$ cat config.mk
export PLATFORM = sky130hd
export DESIGN_NAME = burst_responder_flat
export DESIGN_NICKNAME = d
export VERILOG_FILES = /design/src/rtl/burst_responder_if.sv /design/src/rtl/burst_responder.sv /design/src/flat_wrapper.sv
export SDC_FILE = /design/constraint.sdc
export NUM_CORES = 1
export LEC_CHECK = 0
export BUFFER_PORTS_ARGS = -buffer_cell sky130_fd_sc_hd__buf_4
export CELL_PAD_IN_SITES_DETAIL_PLACEMENT = 0
export CELL_PAD_IN_SITES_GLOBAL_PLACEMENT = 2
export CORE_MARGIN = 2
export CORE_UTILIZATION = 25
export CTS_CLUSTER_DIAMETER = 80
export DETAILED_ROUTE_END_ITERATION = 8
export GPL_TIMING_DRIVEN = 0
export HOLD_SLACK_MARGIN = 0.06
export PLACE_DENSITY_LB_ADDON = 0.1
export SLEW_MARGIN = 20
export SYNTH_ARGS = -nofsm -noshare
export SYNTH_HDL_FRONTEND = slang
export SYNTH_SLANG_ARGS = --single-unit
$ cat constraint.sdc
create_clock -name clock -period 3.6 [get_ports clock]
set_clock_uncertainty 0.05 [all_clocks]
set_input_delay 0.36 -clock clock [delete_from_list [all_inputs] [get_ports clock]]
set_output_delay 0.36 -clock clock [all_outputs]
set_load 0.01 [all_outputs]
$ cat src/rtl/burst_responder_if.sv
// Burst interconnect bundle between initiator (master) and responder (slave):
// request, write-data, read-data and response valid/ready channels.
interface burst_responder_if #(
    parameter int unsigned DATA_W = 32,
    parameter int unsigned ADDR_W = 4,
    parameter int unsigned LEN_W  = 4
);
    logic              io_req_valid;
    logic              io_req_ready;
    logic              io_req_wr;
    logic [ADDR_W-1:0] io_req_address;
    logic [LEN_W-1:0]  io_req_length;
    logic              io_wdata_valid;
    logic [DATA_W-1:0] io_wdata;
    logic              io_wdata_ready;
    logic              io_rdata_valid;
    logic [DATA_W-1:0] io_rdata;
    logic              io_rdata_last;
    logic              io_rdata_ready;
    logic              io_resp_valid;
    logic              io_resp_err;
    logic              io_resp_ready;

    modport master (
        output io_req_valid, io_req_wr, io_req_address, io_req_length,
        output io_wdata_valid, io_wdata, io_rdata_ready, io_resp_ready,
        input  io_req_ready, io_wdata_ready, io_rdata_valid, io_rdata, io_rdata_last,
        input  io_resp_valid, io_resp_err
    );

    modport slave (
        input  io_req_valid, io_req_wr, io_req_address, io_req_length,
        input  io_wdata_valid, io_wdata, io_rdata_ready, io_resp_ready,
        output io_req_ready, io_wdata_ready, io_rdata_valid, io_rdata, io_rdata_last,
        output io_resp_valid, io_resp_err
    );
endinterface

$ cat src/rtl/burst_responder.sv
// Burst responder serving single/multi-beat reads and writes from a local register array.
// Define BURST_RESPONDER_ERR_EN to flag zero-length and wrapping bursts with an error response.
module burst_responder #(
    parameter int unsigned DATA_W = 32,
    parameter int unsigned ADDR_W = 4,
    parameter int unsigned LEN_W  = 4
) (
    input logic                clock,
    input logic                reset,
    burst_responder_if.slave   bus
);
    localparam int unsigned Depth = 2 ** ADDR_W;

    typedef enum logic [1:0] {StIdle, StWrite, StRead, StResp} state_e;

    state_e            state_q, state_d;
    logic [ADDR_W-1:0] ptr_q, ptr_d;
    logic [LEN_W-1:0]  cnt_q, cnt_d;
    logic              err_q, err_d;
    logic              req_err;
    logic [DATA_W-1:0] mem_q [Depth];

    logic              req_ready, wdata_ready, rdata_valid, rdata_last, resp_valid, resp_err;
    logic [DATA_W-1:0] rdata;

`ifdef BURST_RESPONDER_ERR_EN
    localparam int unsigned SumW = ADDR_W + LEN_W + 1;
    logic [SumW-1:0] req_end;

    always_comb begin
        req_end = SumW'(bus.io_req_address) + SumW'(bus.io_req_length);
        req_err = (bus.io_req_length == '0) || (req_end > SumW'(Depth));
    end
`else
    assign req_err = 1'b0;
`endif

    always_ff @(posedge clock or posedge reset) begin
        if (reset) begin
            state_q <= StIdle;
            ptr_q   <= '0;
            cnt_q   <= '0;
            err_q   <= 1'b0;
        end else begin
            state_q <= state_d;
            ptr_q   <= ptr_d;
            cnt_q   <= cnt_d;
            err_q   <= err_d;
        end
    end

    // Array has no reset: contents survive reset by design.
    always_ff @(posedge clock) begin
        if (state_q == StWrite && bus.io_wdata_valid && !err_q) begin
            mem_q[ptr_q] <= bus.io_wdata;
        end
    end

    always_comb begin
        state_d     = state_q;
        ptr_d       = ptr_q;
        cnt_d       = cnt_q;
        err_d       = err_q;
        req_ready   = 1'b0;
        wdata_ready = 1'b0;
        rdata_valid = 1'b0;
        rdata_last  = 1'b0;
        rdata       = '0;
        resp_valid  = 1'b0;
        resp_err    = 1'b0;
        unique case (state_q)
            StIdle: begin
                req_ready = 1'b1;
                if (bus.io_req_valid) begin
                    ptr_d = bus.io_req_address;
                    cnt_d = bus.io_req_length;
                    err_d = req_err;
                    if (bus.io_req_length == '0) begin
                        state_d = StResp;
                    end else if (bus.io_req_wr) begin
                        state_d = StWrite;
                    end else begin
                        state_d = StRead;
                    end
                end
            end
            StWrite: begin
                wdata_ready = 1'b1;
                if (bus.io_wdata_valid) begin
                    ptr_d = ptr_q + ADDR_W'(1);
                    cnt_d = cnt_q - LEN_W'(1);
                    if (cnt_q == LEN_W'(1)) begin
                        state_d = StResp;
                    end
                end
            end
            StRead: begin
                rdata_valid = 1'b1;
                rdata       = err_q ? '0 : mem_q[ptr_q];
                rdata_last  = (cnt_q == LEN_W'(1));
                if (bus.io_rdata_ready) begin
                    ptr_d = ptr_q + ADDR_W'(1);
                    cnt_d = cnt_q - LEN_W'(1);
                    if (cnt_q == LEN_W'(1)) begin
                        state_d = StResp;
                    end
                end
            end
            StResp: begin
                resp_valid = 1'b1;
                resp_err   = err_q;
                if (bus.io_resp_ready) begin
                    state_d = StIdle;
                end
            end
        endcase
    end

    assign bus.io_req_ready   = req_ready;
    assign bus.io_wdata_ready = wdata_ready;
    assign bus.io_rdata_valid = rdata_valid;
    assign bus.io_rdata       = rdata;
    assign bus.io_rdata_last  = rdata_last;
    assign bus.io_resp_valid  = resp_valid;
    assign bus.io_resp_err    = resp_err;
endmodule

$ cat src/flat_wrapper.sv
// flat-port wrapper written by rule: the top's interface ports become plain ports
module burst_responder_flat 
#(
    parameter int unsigned DATA_W = 32,
    parameter int unsigned ADDR_W = 4,
    parameter int unsigned LEN_W  = 4
)
  (clock, reset, bus_io_req_valid, bus_io_req_wr, bus_io_req_address, bus_io_req_length, bus_io_wdata_valid, bus_io_wdata, bus_io_rdata_ready, bus_io_resp_ready, bus_io_req_ready, bus_io_wdata_ready, bus_io_rdata_valid, bus_io_rdata, bus_io_rdata_last, bus_io_resp_valid, bus_io_resp_err);
  burst_responder_if #(.DATA_W(DATA_W), .ADDR_W(ADDR_W), .LEN_W(LEN_W)) bus_i ();
  input logic clock;
  input logic reset;
  input wire logic [$bits(bus_i.io_req_valid)-1:0] bus_io_req_valid;
  input wire logic [$bits(bus_i.io_req_wr)-1:0] bus_io_req_wr;
  input wire logic [$bits(bus_i.io_req_address)-1:0] bus_io_req_address;
  input wire logic [$bits(bus_i.io_req_length)-1:0] bus_io_req_length;
  input wire logic [$bits(bus_i.io_wdata_valid)-1:0] bus_io_wdata_valid;
  input wire logic [$bits(bus_i.io_wdata)-1:0] bus_io_wdata;
  input wire logic [$bits(bus_i.io_rdata_ready)-1:0] bus_io_rdata_ready;
  input wire logic [$bits(bus_i.io_resp_ready)-1:0] bus_io_resp_ready;
  output wire logic [$bits(bus_i.io_req_ready)-1:0] bus_io_req_ready;
  output wire logic [$bits(bus_i.io_wdata_ready)-1:0] bus_io_wdata_ready;
  output wire logic [$bits(bus_i.io_rdata_valid)-1:0] bus_io_rdata_valid;
  output wire logic [$bits(bus_i.io_rdata)-1:0] bus_io_rdata;
  output wire logic [$bits(bus_i.io_rdata_last)-1:0] bus_io_rdata_last;
  output wire logic [$bits(bus_i.io_resp_valid)-1:0] bus_io_resp_valid;
  output wire logic [$bits(bus_i.io_resp_err)-1:0] bus_io_resp_err;
  assign bus_i.io_req_valid = bus_io_req_valid;
  assign bus_i.io_req_wr = bus_io_req_wr;
  assign bus_i.io_req_address = bus_io_req_address;
  assign bus_i.io_req_length = bus_io_req_length;
  assign bus_i.io_wdata_valid = bus_io_wdata_valid;
  assign bus_i.io_wdata = bus_io_wdata;
  assign bus_i.io_rdata_ready = bus_io_rdata_ready;
  assign bus_i.io_resp_ready = bus_io_resp_ready;
  assign bus_io_req_ready = bus_i.io_req_ready;
  assign bus_io_wdata_ready = bus_i.io_wdata_ready;
  assign bus_io_rdata_valid = bus_i.io_rdata_valid;
  assign bus_io_rdata = bus_i.io_rdata;
  assign bus_io_rdata_last = bus_i.io_rdata_last;
  assign bus_io_resp_valid = bus_i.io_resp_valid;
  assign bus_io_resp_err = bus_i.io_resp_err;
  burst_responder #(.DATA_W(DATA_W), .ADDR_W(ADDR_W), .LEN_W(LEN_W)) u_core (.clock(clock), .reset(reset), .bus(bus_i));
endmodule
* After elaboration in Yosys (flattened, before gate mapping)
Memories as Yosys holds them, arrays and structs flattened. Index checks and enable logic that the tools add are counted.
Storage, ports and cells: register bits after elaboration 10, latch bits 0, RAM bits 512, ROM bits 0, output and inout bits 38, word-level logic and storage cells 44, memories 1
Memory list:
- u_core.mem_q | depth 16, bits a word 32, rd ports 1, clocked after Yosys merged registers in 0, wr ports 1, line burst_responder.sv:21 | logic [DATA_W-1:0] mem_q [Depth];
Operators by class: $add $sub $neg 2, $mul 0, div/mod/pow operators 0, $lt $le $gt $ge 0, equal/unequal tests 8, shift operators 0, muxes and demuxes 24, bitwise operators 0, reductions and logical operators 6
Operators by type and width (number):
- 32-bit 2-to-1 mux | 1
- 4-bit 2-to-1 mux | 6
- 4-bit case mux with 3 select lines | 2
- 2-bit 2-to-1 mux | 7
- 2-bit inequality test, second input constant | 4
- 2-bit case mux with 4 select lines | 1
- 4-bit AND reduction | 2
- 1-bit 2-to-1 mux | 7
- 4-bit by 1-bit adder with 4-bit output, second input constant | 1
- 2-bit equality test, second input constant | 2
- 4-bit by 1-bit equality test with 1-bit output, second input constant | 1
- 4-bit zero test | 1
- 4-bit by 1-bit subtractor with 4-bit output, second input constant | 1
- 3-bit nonzero test | 1
- 2-bit by 1-bit equality test with 1-bit output, second input constant | 1
- 2-bit zero test | 1
- 1-bit logical AND | 1

* Longest topological paths before layout
depth in word-level cells 4, mapped depth 7

* Worst setup path before layout
Ideal clock, no wire load.
path type reg2reg, start point register u_core.ptr_q[1], end point memory u_core.mem_q[1][0], enable pin, data arrival time 3.407 ns, slack -0.318 ns, stages on the path, launching flop included 8, buffers on the path 3, period minus slack after synthesis 3.918 ns, cells stage by stage dfrtp_1 > buf_2 > buf_4 > buf_2 > inv_1 > ha_1 > nand3_1 > nor3_1
RTL lines:
- start, declared | line burst_responder.sv:17 | logic [ADDR_W-1:0] ptr_q, ptr_d;
- start signal, assigned | line burst_responder.sv:46 | ptr_q <= ptr_d;
- end, declared | line burst_responder.sv:21
Straight into the memory's write port.

* Worst setup path after layout
start point register u_core.ptr_q[2], end point output bus_io_rdata[20]
On the way: cells in the longest elaborated chain, start to end 2
RTL lines:
- memory 16 x 32 bit
- 32-bit 2-to-1 mux | line burst_responder.sv:71 | unique case (state_q)
- end, declared | line flat_wrapper.sv:23 | output wire logic [$bits(bus_i.io_rdata)-1:0] bus_io_rdata;
Every way passes these cells.

==> results.py <==
metrics = {
    "routing": {
        "vias_per_cell": 4.43,
        "first_iter_violations": 659,
        "drc": 0,
        "final_antenna_net_count": 0,
        "dr_total_vias": 10308,
        "drt-wirelength-per-cell_um": 24.7,
        "wirelength_um": 57400,
        "first_pass_iters": 5,
    },
    "sta": {
        "max_slew_margin": 0.417,
        "period_minus_slack_ns": 3.43,
        "rsz0062_at_grt": "no",
        "setup_viol": 0,
        "max_slew.worst_pin.slew_ns": 0.875,
        "hold_ws_ns": 0.199,
        "hold_viol_final": 0,
        "setup_tns_ns": 0,
        "fin_crit_sh": 0.954,
        "slew_viol_final": 0,
        "fmax_mhz": 291,
    },
    "placement": {
        "place.gp.congestion": 0.694,
        "port_buffers": 83,
        "hpwl_um": 38500,
    },
    "die": {
        "top_level_ports": 85,
        "die_h_um": 289,
        "die_w_um": 289,
        "num_rows": 104,
        "coreArea_mm2": 0.0805,
        "initial_core_util": 0.253,
        "dieArea_mm2": 0.0837,
    },
    "clock_network": {
        "cts-root-buf": "clkbuf_16",
        "cts_tree": "done",
        "cts_buffers": 60,
        "htree_num_levels": 2,
        "worstSkewPairLatency_ns": 0.60,
        "clkTransAtPathRegs_ns": 0.06,
        "clk_path_buf_depth": 3,
        "cts.sinks": 522,
    },
    "hold_path": {
        "min_path_type": "input pin to register",
        "min_path_cells": 4,
    },
    "synth": {
        "yosys_warnings": 0,
        "dominantRegCellSynth": "edfxtp_1",
        "postSynthCellCount": 1000,
        "synth-seq-area-share": 0.768,
        "syn_area_mm2": 0.0203,
        "synthTopCellsByArea": "edfxtp_1 (76%), mux4_2 (6.6%), mux2_2 (3.5%)",
        "synth_top_cell_by_area": "edfxtp_1",
        "ys_types": 36,
        "synthArstFlopShare": 0.0192,
        "ys_seq_elements": 522,
        "synth_edf_count": 512,
        "avgSynthCellArea_um2": 20.3,
        "syn_nets": 1058,
        "synth_top_cell_area_share": 0.756,
    },
    "power": {
        "p_leak_nw": 8.39,
        "ir_drop_mv": 0.365,
        "p_per_area_mw_per_mm2": 722,
        "power_mw": 18.4,
    },
    "finish": {
        "drive_above_1_share": 0.306,
        "area_growth_pct": 25.3,
        "final_common_cell": "edfxtp_1",
        "final_cell_mix": "edfxtp_1 (512), buf_4 (97), mux2i_1 (69)",
        "fin_nets": 1280,
    },
    "run": {
        "drv_cap": 0,
    },
    "critical_path": {
        "timing.rr.end": "u_core.mem_q[0][7]",
        "endpoint_kind": "primary output",
        "crit_path_end": "bus_io_rdata[20]",
        "setup.worst_path.start_class": "register",
        "crit_type": "register to primary output",
        "r2r_start": "u_core.ptr_q[1]",
        "critPathLaunch": "u_core.ptr_q[2]",
        "reg2regPathDepth": 9,
        "critPathMaxFanout": 10,
        "crit_arrival_ns": 3.02,
        "reg2reg_slack_ns": 0.34,
        "cp_data_required_time_ns": 3.19,
    },
    "global_routing": {
        "grt_pass1_wl_um": 82000,
        "antenna_found_initial": 2,
        "grt_overflow": 0,
        "grt_max_degree": 17,
        "grt_pass1_vias": 11042,
        "globalRouteTotalUtil": 0.139,
    },
    "status": {
        "status": "finished, final reports clean",
    },
}
-- cell type report --
type	instances	area [um^2]
Fill cell	7779	55100
Sequential cell	522	15600
Multi-Input combinational cell	410	4480
Timing Repair Buffer	160	1880
Clock buffer	73	1570
Tap cell	1060	1330
Buffer	58	369
Clock inverter	32	213
Inverter	10	37.5
Antenna cell	1	2.50
-- state kept, by name, summed over array words and instances, names as in the netlist --
register and flops:
u_core.cnt_q 4, u_core.ptr_q 4, u_core.state_q 2, u_core.mem_q 512
-- critical path, cell delays in order (launching register included) --
cell and delay (ns):
dfrtp_1 0.33, buf_2 0.31, nand2_1 0.34, nor2_2 0.43, clkbuf_4 0.37, a22oi_1 0.10, o21ai_1 0.31, buf_4 0.21
-- synth_stat cells, types with 5 or more instances --
library cell / n
nand2_1: 5
nor3_1: 5
mux2i_1: 69
o21ai_0: 9
nand3_1: 12
mux2_2: 64
a22oi_1: 64
inv_1: 10
buf_2: 17
clkbuf_1: 20
nor2_1: 16
dfrtp_1: 10
mux4_2: 60
ha_1: 11
edfxtp_1: 512
o221ai_1: 32
nand2b_1: 7
buf_4: 14
a21oi_1: 5
o21ai_1: 27
-- per-layer routing --
layer  global-route usage  vias to the layer above  share of wire
li1                     -                     4623              -
met4               0.0353                        2          0.021
met2                0.235                      159           0.49
met3               0.0206                       75          0.030
met1                0.186                     5449           0.46
met5                    0                        -        0.00012
-- how the worst min path moves through the flow --
stage / from / endpoint
3_5_place_dp: reset / u_core.cnt_q[0]
3_3_place_gp: reset / u_core.cnt_q[0]
4_1_cts: bus_io_resp_ready / u_core.state_q[1]
5_1_grt: bus_io_resp_ready / u_core.state_q[0]
6_report: bus_io_resp_ready / u_core.state_q[1]
2_1_floorplan: reset / u_core.cnt_q[0]
-- power breakdown --
group          switching (mW)  internal (mW)
registers               0.105           6.95
clock network            2.43           3.21
logic                    3.36           2.36
-- logic make-up (layout without fill, tap and decap cells) --
logic type / after synthesis / after routing / share of synthesized area
flip-flops: 522 / 522 / 0.768
buffers and inverters: 68 / 333 / 0.0191
other: 1 / 2 / 0.000184
multiplexers: 197 / 197 / 0.141
AO/OA/AOI/OAI: 145 / 145 / 0.0504
AND/OR/NAND/NOR: 56 / 56 / 0.0146
adder cells (fa/ha/maj): 11 / 11 / 0.00676
-- through the flow --
step / std cells / util / cell area [um^2] / setup slack (ns)
after floorplan: 1000 / - / 20400 / 0.547
after global placement: 2143 / 0.277 / 22300 / -2.33
after detailed placement: 2178 / 0.289 / 23300 / 0.149
after CTS: 2325 / 0.316 / 25500 / 0.0464
after global routing: 2326 / 0.317 / 25500 / 0.00589
final: 2326 / 0.317 / 25500 / 0.166
-- what timing repair did --
action / in CTS / in global routing
gates resized for setup: 15 / 4
buffers inserted: 0 / 0
hold buffers: 42 / 0
pin swaps: 0 / 0
setup endpoints to repair: 30 / 8
hold endpoints to repair: 532 / 0
Note: power is estimated with default switching activity, not from simulation.
